$ cat src/rtl/stereo_fade_ctrl.sv
// stereo_fade_ctrl: ramps per-channel gain toward the aural-state target and scales mono samples to L/R.
// Latency: 1 cycle from sample_valid to out_valid; fades advance one STEP per accepted sample.
// Backpressure: none; every sample_valid strobe is accepted and yields exactly one out_valid strobe.
//
// Build option STEREO_FADE_EN:
//   defined   -> gains ramp linearly toward the new target, busy high while ramping,
//                requests arriving mid-fade are queued (last one wins) in a pending register.
//   undefined -> gains load their targets the cycle after a state change, busy tied to 0.
//
// Ports:
//   clk, rst            clock and asynchronous active-high reset
//   aural_state[1:0]    requested mode: 11 both, 10 left only, 01 right only, 00 mute
//   sample_in, sample_valid      signed mono sample and its one-cycle strobe
//   left_out, right_out, out_valid   registered scaled samples and their strobe
//   left_gain, right_gain        current gains, 0..2^GAIN_W (unity = 2^GAIN_W)
//   busy                high while a fade is in progress
module stereo_fade_ctrl #(
    parameter int SAMPLE_W = 16,
    parameter int GAIN_W   = 6,
    parameter int STEP     = 1
) (
    input  logic                       clk,
    input  logic                       rst,
    input  logic [1:0]                 aural_state,
    input  logic signed [SAMPLE_W-1:0] sample_in,
    input  logic                       sample_valid,
    output logic signed [SAMPLE_W-1:0] left_out,
    output logic signed [SAMPLE_W-1:0] right_out,
    output logic                       out_valid,
    output logic [GAIN_W:0]            left_gain,
    output logic [GAIN_W:0]            right_gain,
    output logic                       busy
);

    localparam int              PROD_W   = SAMPLE_W + GAIN_W + 1;
    localparam logic [GAIN_W:0] GAIN_MAX = {1'b1, {GAIN_W{1'b0}}};

    // A ramp must land exactly on 0 and on GAIN_MAX, so STEP has to divide GAIN_MAX.
    if (STEP <= 0 || ((1 << GAIN_W) % STEP) != 0) begin : g_bad_step
        $error("stereo_fade_ctrl: STEP must be a positive divisor of 2**GAIN_W");
    end

    // Target gain per channel: bit 1 of the code enables left, bit 0 enables right.
    function automatic logic [GAIN_W:0] tgt_left(input logic [1:0] code);
        return code[1] ? GAIN_MAX : '0;
    endfunction

    function automatic logic [GAIN_W:0] tgt_right(input logic [1:0] code);
        return code[0] ? GAIN_MAX : '0;
    endfunction

    // Signed sample times unsigned gain, then an arithmetic shift by GAIN_W.
    // The gain is zero-extended before the signed multiply so 64 is not read
    // as a negative number. |sample| * GAIN_MAX fits in PROD_W bits, so the
    // result always fits back into SAMPLE_W bits: no saturation is needed.
    function automatic logic signed [SAMPLE_W-1:0] scale(
        input logic signed [SAMPLE_W-1:0] s,
        input logic [GAIN_W:0]            g
    );
        logic signed [PROD_W-1:0] p;
        p = PROD_W'(s) * $signed(PROD_W'(g));
        return SAMPLE_W'(p >>> GAIN_W);
    endfunction

    // ------------------------------------------------------------------
    // Datapath: one-cycle registered multiply, using the gains as they
    // stand before this cycle's ramp update. Outputs hold between strobes.
    // ------------------------------------------------------------------
    always_ff @(posedge clk or posedge rst) begin
        if (rst) begin
            left_out  <= '0;
            right_out <= '0;
            out_valid <= 1'b0;
        end else begin
            out_valid <= sample_valid;
            if (sample_valid) begin
                left_out  <= scale(sample_in, left_gain);
                right_out <= scale(sample_in, right_gain);
            end
        end
    end

`ifdef STEREO_FADE_EN

    localparam logic [GAIN_W:0] GAIN_STEP = (GAIN_W + 1)'(STEP);

    typedef enum logic {
        STEADY,
        FADING
    } fade_state_t;

    fade_state_t     state;
    logic [1:0]      tgt;        // code currently being faded toward / held
    logic [1:0]      pend;       // most recent request seen while fading
    logic            pend_flag;  // pend holds a request not yet acted on
    logic [GAIN_W:0] nxt_left;
    logic [GAIN_W:0] nxt_right;
    logic            fade_done;

    // Move one STEP toward the target, holding once there.
    function automatic logic [GAIN_W:0] ramp(
        input logic [GAIN_W:0] g,
        input logic [GAIN_W:0] t
    );
        if (g < t) begin
            return g + GAIN_STEP;
        end else if (g > t) begin
            return g - GAIN_STEP;
        end else begin
            return g;
        end
    endfunction

    always_comb begin
        nxt_left  = ramp(left_gain,  tgt_left(tgt));
        nxt_right = ramp(right_gain, tgt_right(tgt));
        fade_done = (nxt_left == tgt_left(tgt)) && (nxt_right == tgt_right(tgt));
    end

    always_ff @(posedge clk or posedge rst) begin
        if (rst) begin
            state      <= STEADY;
            tgt        <= 2'b11;
            pend       <= 2'b11;
            pend_flag  <= 1'b0;
            left_gain  <= GAIN_MAX;
            right_gain <= GAIN_MAX;
            busy       <= 1'b0;
        end else begin
            case (state)
                STEADY: begin
                    // Gains already sit on the target here, so a sample in
                    // this cycle leaves them alone.
                    if (aural_state != tgt) begin
                        tgt   <= aural_state;
                        state <= FADING;
                        busy  <= 1'b1;
                    end
                end

                FADING: begin
                    if (sample_valid) begin
                        left_gain  <= nxt_left;
                        right_gain <= nxt_right;
                    end

                    if (sample_valid && fade_done) begin
                        // Chain straight into a queued request without a
                        // STEADY cycle; a request that came back to the
                        // current target is simply dropped.
                        pend_flag <= 1'b0;
                        if (pend_flag && (pend != tgt)) begin
                            tgt <= pend;
                        end else begin
                            state <= STEADY;
                            busy  <= 1'b0;
                        end
                    end else if (aural_state != (pend_flag ? pend : tgt)) begin
                        // Any change of request is recorded; the last one wins.
                        pend      <= aural_state;
                        pend_flag <= 1'b1;
                    end
                end

                default: begin
                    state <= STEADY;
                    busy  <= 1'b0;
                end
            endcase
        end
    end

`else

    logic [1:0] tgt;  // code whose gains are currently loaded

    // No ramp: a new request loads both gains on the following edge,
    // independent of sample_valid.
    always_ff @(posedge clk or posedge rst) begin
        if (rst) begin
            tgt        <= 2'b11;
            left_gain  <= GAIN_MAX;
            right_gain <= GAIN_MAX;
        end else if (aural_state != tgt) begin
            tgt        <= aural_state;
            left_gain  <= tgt_left(aural_state);
            right_gain <= tgt_right(aural_state);
        end
    end

    assign busy = 1'b0;

`endif

endmodule

$ cat config.mk
export PLATFORM = sky130hd
export DESIGN_NAME = stereo_fade_ctrl
export DESIGN_NICKNAME = d
export VERILOG_FILES = /design/src/rtl/stereo_fade_ctrl.sv
export SDC_FILE = /design/constraint.sdc
export NUM_CORES = 1
export LEC_CHECK = 0
export ABC_AREA = 1
export CAP_MARGIN = 20
export CORE_ASPECT_RATIO = 0.9
export CORE_MARGIN = 3
export CORE_UTILIZATION = 45
export DETAILED_ROUTE_END_ITERATION = 12
export HOLD_SLACK_MARGIN = 0.06
export PLACE_DENSITY_LB_ADDON = 0.15
export SLEW_MARGIN = 10
export SYNTH_ARGS = -nofsm -noshare
export SYNTH_HDL_FRONTEND = slang
export SYNTH_SLANG_ARGS = --single-unit
$ cat constraint.sdc
create_clock -name clk -period 2.2 [get_ports clk]
set_input_delay 0.33 -clock clk [delete_from_list [all_inputs] [get_ports clk]]
set_output_delay 0.33 -clock clk [all_outputs]
set_load 0.005 [all_outputs]
=== After elaboration in Yosys (flattened, before gate mapping) ===
Cells that the tools add are included.

* $mul: 2
* Muxes and demuxes: 2
* Equal/unequal tests: 1

{| class="wikitable"
|+ Operators by type and width
! kind !! count
|-
| 16-bit by 8-bit multiplier with 22-bit output || 2
|-
| 7-bit two-way mux || 2
|-
| 2-bit != test || 1
|}

* Flip-flop bits (word level): 49
* Output and inout bits: 48

=== Depth between registers and ports, before layout ===
Gate-level depths: netlist of run 1.

* Depth after elaboration: 1
* Mapped depth: 5
* Gate-level depth less buffers: 3

=== Worst setup path before layout of run 1 ===
OpenSTA, ideal clock, no wires.

* Path kind: reg-to-reg
* From: reg tgt[0] (netlist name)
* To: reg right_out[0]
* Clock period less this slack: 970 ps
* Buffers on the path: 2
* Library setup time: 65 ps
* Setup slack: 1230 ps
* Stages on the path, launching flop included: 5
* Data arrival time: 905 ps
* Cells stage by stage: dfstp_2 > buf_4 > buf_4 > nand3_1 > nand2_1

{| class="wikitable"
|+ RTL lines
! element !! line !! RTL
|-
| end signal, assigned || 78 || <nowiki>right_out <= scale(sample_in, right_gain);</nowiki>
|-
| end, declared || 28 || <nowiki>output logic signed [SAMPLE_W-1:0] right_out,</nowiki>
|}

==> reports/metrics.csv, run 1 <==
stage;metric;value;unit
clock_tree;post-CTS setup buffer count;0;
critical_path;worst path arrival time;1590;ps
clock_tree;CTS Sinks;35;
yosys;register bit total from synthesis;35;
critical_path;FF-to-FF Start;tgt[0];
clock_tree;hold buffer count at CTS;0;
layout;most common cell after layout, fill and taps aside;clkdlybuf4s50_1;
sta;Worst slew margin;0.538;
run_status;status;finished, final reports clean;
critical_path;cell family with most CP delay;flip-flops;
layout;Final nets;231;
critical_path;max incr delay on CP;740;ps
critical_path;Crit path depth;1;
placed_design;DP HPWL;2370;um
sta;fin crit share;0.872;
die;Die Height;62.2;um
clock_tree;CTS clk-pin slew, worst paths;70;ps
clock_tree;CTS H-Tree Depth;2;
run;max cap viols;0;
die;row count;19;
clock_tree;Root Driver;clkbuf_8;
layout;share of layout cells above drive strength 1;0.142;
placed_design;PortBufs;55;
power;maximum vdd drop;0.413;mV
critical_path;Crit. Startpoint;tgt[0];
yosys;unique cell type count in the Yosys netlist;12;
die;total core area;3210;um^2
clock_tree;CTS Buf Count;5;
drt;drt total wl;3310;um
sta;Final Skew;5.71;ps
sta;Fmax;521;MHz
global_routing;total gr overflow;0;
critical_path;crit path capture;right_gain[6];
power;leakage;1.04;nW
die;Die ar.;4260;um^2
drt;Antenna Nets Post-Route;0;
yosys;Yosys warnings;0;
die;I/O pin count;69;
layout;commonest cells after routing, fill and taps aside;55 x clkdlybuf4s50_1, 44 x nand2_1, 33 x dfrtp_1;
drt;DR DRC count;0;
min_path;Hold WC Path Type;in -> async;
global_routing;antenna violations before repair;0;
drt;routed via count;1204;
critical_path;Crit Path Max Fanout;17;
critical_path;end of the worst register-to-register path;right_out[13];
sta;Final Hold Viols;0;
drt;wire length per cell;13.1;um
die;Starting Density;0.492;
critical_path;Setup CP Type;reg -> out;
clock_tree;clk_lat worst skew;280;ps
critical_path;R2R cell count;2;
drt;DRT Pass-1 Iters;6;
placed_design;pre-CTS WS;599;ps
sta;Min Clock Period, post-route;1920;ps
global_routing;largest net degree at the start of global routing;35;
critical_path;slowest CP cell;dfstp_2;
clock_tree;CTS resizes;0;
critical_path;crit path launch type;flop;
drt;mean number of vias per cell;4.76;
sta;max-slew violation count;0;
critical_path;crit end category;output port;
sta;Final setup viols;0;
yosys;Syn Std Cell Area;1580;um^2
global_routing;global-route wire length before repair;5930;um
yosys;sequential fraction of the synthesis area;0.556;
critical_path;CP bufs+invs;1;
drt;initial detailed-routing violation count;81;
global_routing;GRT Util Overall;0.182;
layout;Antenna diodes;0;
clock_tree;CTS tree;done;
critical_path;Req. time, crit path;1870;ps
sta;Setup TNS Final;0;ps
placed_design;GPL Wtd Cong;0.837;
sta;RSZ-0062 raised after global routing;false;
clock_tree;CTS Buffer Depth;2;
global_routing;vias in the first global route;1245;
yosys;Synth Instances;160;
yosys;mean post-synth cell area;9.87;um^2
sta;Setup WS post-layout;282;ps
power;PwrDens;669;nW/um^2
layout;Layout area overhead;33.2;%
sta;Worst-Margin Slew;692;ps
critical_path;crit path cell chain;clkdlybuf4s50_1;
critical_path;Reg2Reg Setup Slack;1190;ps
die;die width;68.4;um
-- cell usage after synthesis --
library cell / count / share of area
buf_12: 2 / 0.025
buf_4: 17 / 0.081
buf_6: 5 / 0.036
clkbuf_1: 2 / 0.0048
conb_1: 1 / 0.0024
dfrtp_1: 33 / 0.52
dfstp_2: 2 / 0.033
inv_1: 1 / 0.0024
inv_8: 1 / 0.0071
nand2_1: 44 / 0.10
nand2_2: 20 / 0.079
nand3_1: 32 / 0.10
-- per-stage QoR --
stage,hold WS [ps],std cells,power [mW],utilization,cell area [um^2]
floorplan,361,172,0.860,-,1620
global placement,467,245,0.980,0.630,2020
detailed placement,468,245,0.985,0.630,2020
CTS,453,253,1.42,0.655,2100
global route,440,253,1.49,0.655,2100
finish,455,253,1.41,0.655,2100
-- worst min path at each step --
stage / startpoint / end / slack (ps)
3_3_place_gp: left_out[8] / left_out[8] / 470
4_1_cts: aural_state[1] / left_gain[6] / 450
6_report: rst / left_out[10] / 450
3_5_place_dp: left_out[7] / left_out[7] / 470
5_1_grt: aural_state[1] / left_gain[6] / 440
2_1_floorplan: sample_valid / out_valid / 360
-- metal layers --
metal  up-vias  track usage  share of wire
met4         0       0.0447          0.011
li1        575            -              -
met1       564        0.254           0.43
met3         5       0.0649          0.086
met5         -            0              0
met2        60        0.269           0.47
-- state kept, by name, indices dropped and copies added, names as in the netlist --
signal,flops
left_out,16
right_out,16
left_gain,1
out_valid,1
tgt,1
-- layout make-up --
cell class | count | area (um^2)
well taps | 42 | 52.6
clock buffers | 8 | 80.1
fillers | 265 | 1110
repair buffers | 57 | 578
flip-flops and latches | 35 | 878
multi-input cells | 109 | 499
inverters | 2 | 15.0
-- logic make-up (layout without fill, tap and decap cells) --
| kind of cell | count (synthesis) | count (layout) | synth area share |
|---|---|---|---|
| buffers and inverters | 28 | 67 | 0.156 |
| flip-flops | 35 | 35 | 0.556 |
| other | 1 | 13 | 0.00237 |
| AND/OR/NAND/NOR | 96 | 96 | 0.285 |
-- where the power goes --
part | switching, mW | total [mW] | internal (mW)
logic | 0.0953 | 0.237 | 0.141
clock network | 0.211 | 0.435 | 0.225
registers | 0.0405 | 0.734 | 0.694
Power figures use the tool's default switching activity.
==> run 2: changes to the inputs <==
--- a/config.mk
+++ b/config.mk
@@ -7,9 +7,11 @@
 export LEC_CHECK = 0
 export ABC_AREA = 1
 export CAP_MARGIN = 20
+export CELL_PAD_IN_SITES_DETAIL_PLACEMENT = 1
+export CELL_PAD_IN_SITES_GLOBAL_PLACEMENT = 2
 export CORE_ASPECT_RATIO = 0.9
 export CORE_MARGIN = 3
-export CORE_UTILIZATION = 45
+export CORE_UTILIZATION = 26
 export DETAILED_ROUTE_END_ITERATION = 12
 export HOLD_SLACK_MARGIN = 0.06
 export PLACE_DENSITY_LB_ADDON = 0.15
==> reports/metrics.csv, run 2 (synthesis gave the netlist of run 1 again) <==
stage;metric;value;unit;change
layout;Final nets;232;;was 231
critical_path;crit path launch type;flop;;unchanged
global_routing;largest net degree at the start of global routing;36;;was 35
critical_path;Crit Path Max Fanout;17;;unchanged
placed_design;Placed Area;2050;um^2;was 2020 um^2
sta;Min Clock Period, post-route;1940;ps;was 1920 ps
layout;Util after Layout;0.370;;was 0.655
drt;DRT Pass-1 Iters;6;;unchanged
global_routing;antenna violations before repair;0;;unchanged
run;max cap viols;0;;unchanged
layout;final non-filler cell total;281;;was 253
placed_design;GPL Wtd Cong;0.739;;was 0.837
layout;Antenna diodes;0;;unchanged
power;maximum vdd drop;0.199;mV;was 0.413 mV
placed_design;DP HPWL;2940;um;was 2370 um
clock_tree;clk_lat worst skew;280;ps;about the same
sta;Final Hold Viols;0;;unchanged
sta;fin crit share;0.880;;was 0.872
clock_tree;CTS Buf Count;5;;unchanged
layout;top flop regs;left_out (16), right_out (16);;unchanged
layout;share of layout cells above drive strength 1;0.156;;was 0.142
sta;Final setup viols;0;;unchanged
die;die width;88.1;um;was 68.4 um
critical_path;crit path cell chain;clkdlybuf4s50_1;;unchanged
clock_tree;CTS resizes;0;;unchanged
sta;max-slew violation count;0;;unchanged
drt;Antenna Nets Post-Route;0;;unchanged
clock_tree;CTS Sinks;35;;unchanged
drt;wire length per cell;14.8;um;was 13.1 um
min_path;Hold WC Path Type;in -> async;;unchanged
placed_design;PortBufs;55;;unchanged
die;row count;26;;was 19
drt;DR DRC count;0;;unchanged
layout;most common cell after layout, fill and taps aside;clkdlybuf4s50_1;;unchanged
power;leakage;1.05;nW;was 1.04 nW
critical_path;CP bufs+invs;1;;unchanged
drt;initial detailed-routing violation count;22;;was 81
clock_tree;hold buffer count at CTS;0;;unchanged
critical_path;slowest CP cell;dfstp_2;;unchanged
power;total power;1.44;mW;was 1.41 mW
drt;routed via count;1216;;was 1,204
global_routing;total gr overflow;0;;unchanged
die;Die ar.;7050;um^2;was 4260 um^2
critical_path;worst path arrival time;1610;ps;was 1590 ps
critical_path;crit end category;output port;;unchanged
die;I/O pin count;69;;unchanged
placed_design;Placed Cells;274;;was 245
sta;RSZ-0062 raised after global routing;false;;unchanged
critical_path;Setup CP Type;reg -> out;;unchanged
die;Die Height;79.9;um;was 62.2 um
global_routing;GRT Util Overall;0.128;;was 0.182
layout;Layout area overhead;35.6;%;was 33.2%
clock_tree;post-CTS setup buffer count;0;;unchanged
clock_tree;Root Driver;clkbuf_8;;unchanged
power;PwrDens;673;nW/um^2;was 669 nW/um^2
clock_tree;CTS Buffer Depth;2;;unchanged
sta;Fmax;516;MHz;was 521 MHz
die;Starting Density;0.273;;was 0.492
clock_tree;CTS clk-pin slew, worst paths;70;ps;about the same
drt;drt total wl;4160;um;was 3310 um
critical_path;Reg2Reg Setup Slack;1160;ps;was 1190 ps
clock_tree;CTS tree;done;;unchanged
critical_path;cell family with most CP delay;flip-flops;;unchanged
global_routing;vias in the first global route;1391;;was 1,245
layout;final instance area;2140;um^2;was 2100 um^2
sta;Setup TNS Final;0;ps;unchanged
clock_tree;CTS H-Tree Depth;2;;unchanged
layout;commonest cells after routing, fill and taps aside;55 x clkdlybuf4s50_1, 44 x nand2_1, 33 x dfrtp_1;;unchanged
drt;mean number of vias per cell;4.33;;was 4.76
global_routing;global-route wire length before repair;6890;um;was 5930 um
sta;Final Skew;1.48;ps;was 5.71 ps
die;total core area;5790;um^2;was 3210 um^2
critical_path;max incr delay on CP;750;ps;was 740 ps
run_status;status;finished, final reports clean;;unchanged
critical_path;Req. time, crit path;1870;ps;about the same
-- run 2: layout make-up --
cell class	instances	area (um^2)
Fill cell	676	3650
Sequential cell	35	878
Timing Repair Buffer	58	573
Multi-Input combinational cell	109	499
Tap cell	70	87.6
Clock buffer	6	82.6
Inverter	2	15.0
Clock inverter	1	5.00
-- run 2: routing by layer --
layer | wire length (um) | GRT usage
met4 | 29 | 0.0438
met2 | 2000 | 0.203
met1 | 1850 | 0.166
met3 | 289 | 0.0382
met5 | 0 | 0
-- run 2: path summary, 6_finish.rpt --
check / startpoint / to / cells after the start
max: tgt[0] / right_gain[6] / 1
min: rst / right_out[9] / 3
max reg2reg: tgt[0] / right_out[5] / 2
min reg2reg: left_out[11] / left_out[11] / 2
max in group asynchronous: rst / tgt[0] / 3
min in group clk: aural_state[0] / tgt[0] / 1
-- run 2: power breakdown --
part | total (mW) | switching, mW | internal (mW) | leakage, nW
sequential | 0.736 | 0.0419 | 0.694 | 0.449
combinational | 0.241 | 0.101 | 0.140 | 0.549
clock | 0.464 | 0.218 | 0.245 | 0.0470
total | 1.44 | 0.361 | 1.08 | 1.05
-- run 2: metrics by stage --
| stage | setup slack (ps) | hold slack, ps |
|---|---|---|
| after global routing | 168 | 444 |
| after detailed placement | 555 | 465 |
| after floorplan | 1100 | 361 |
| after CTS | 234 | 447 |
| after global placement | 575 | 470 |
| final | 263 | 456 |
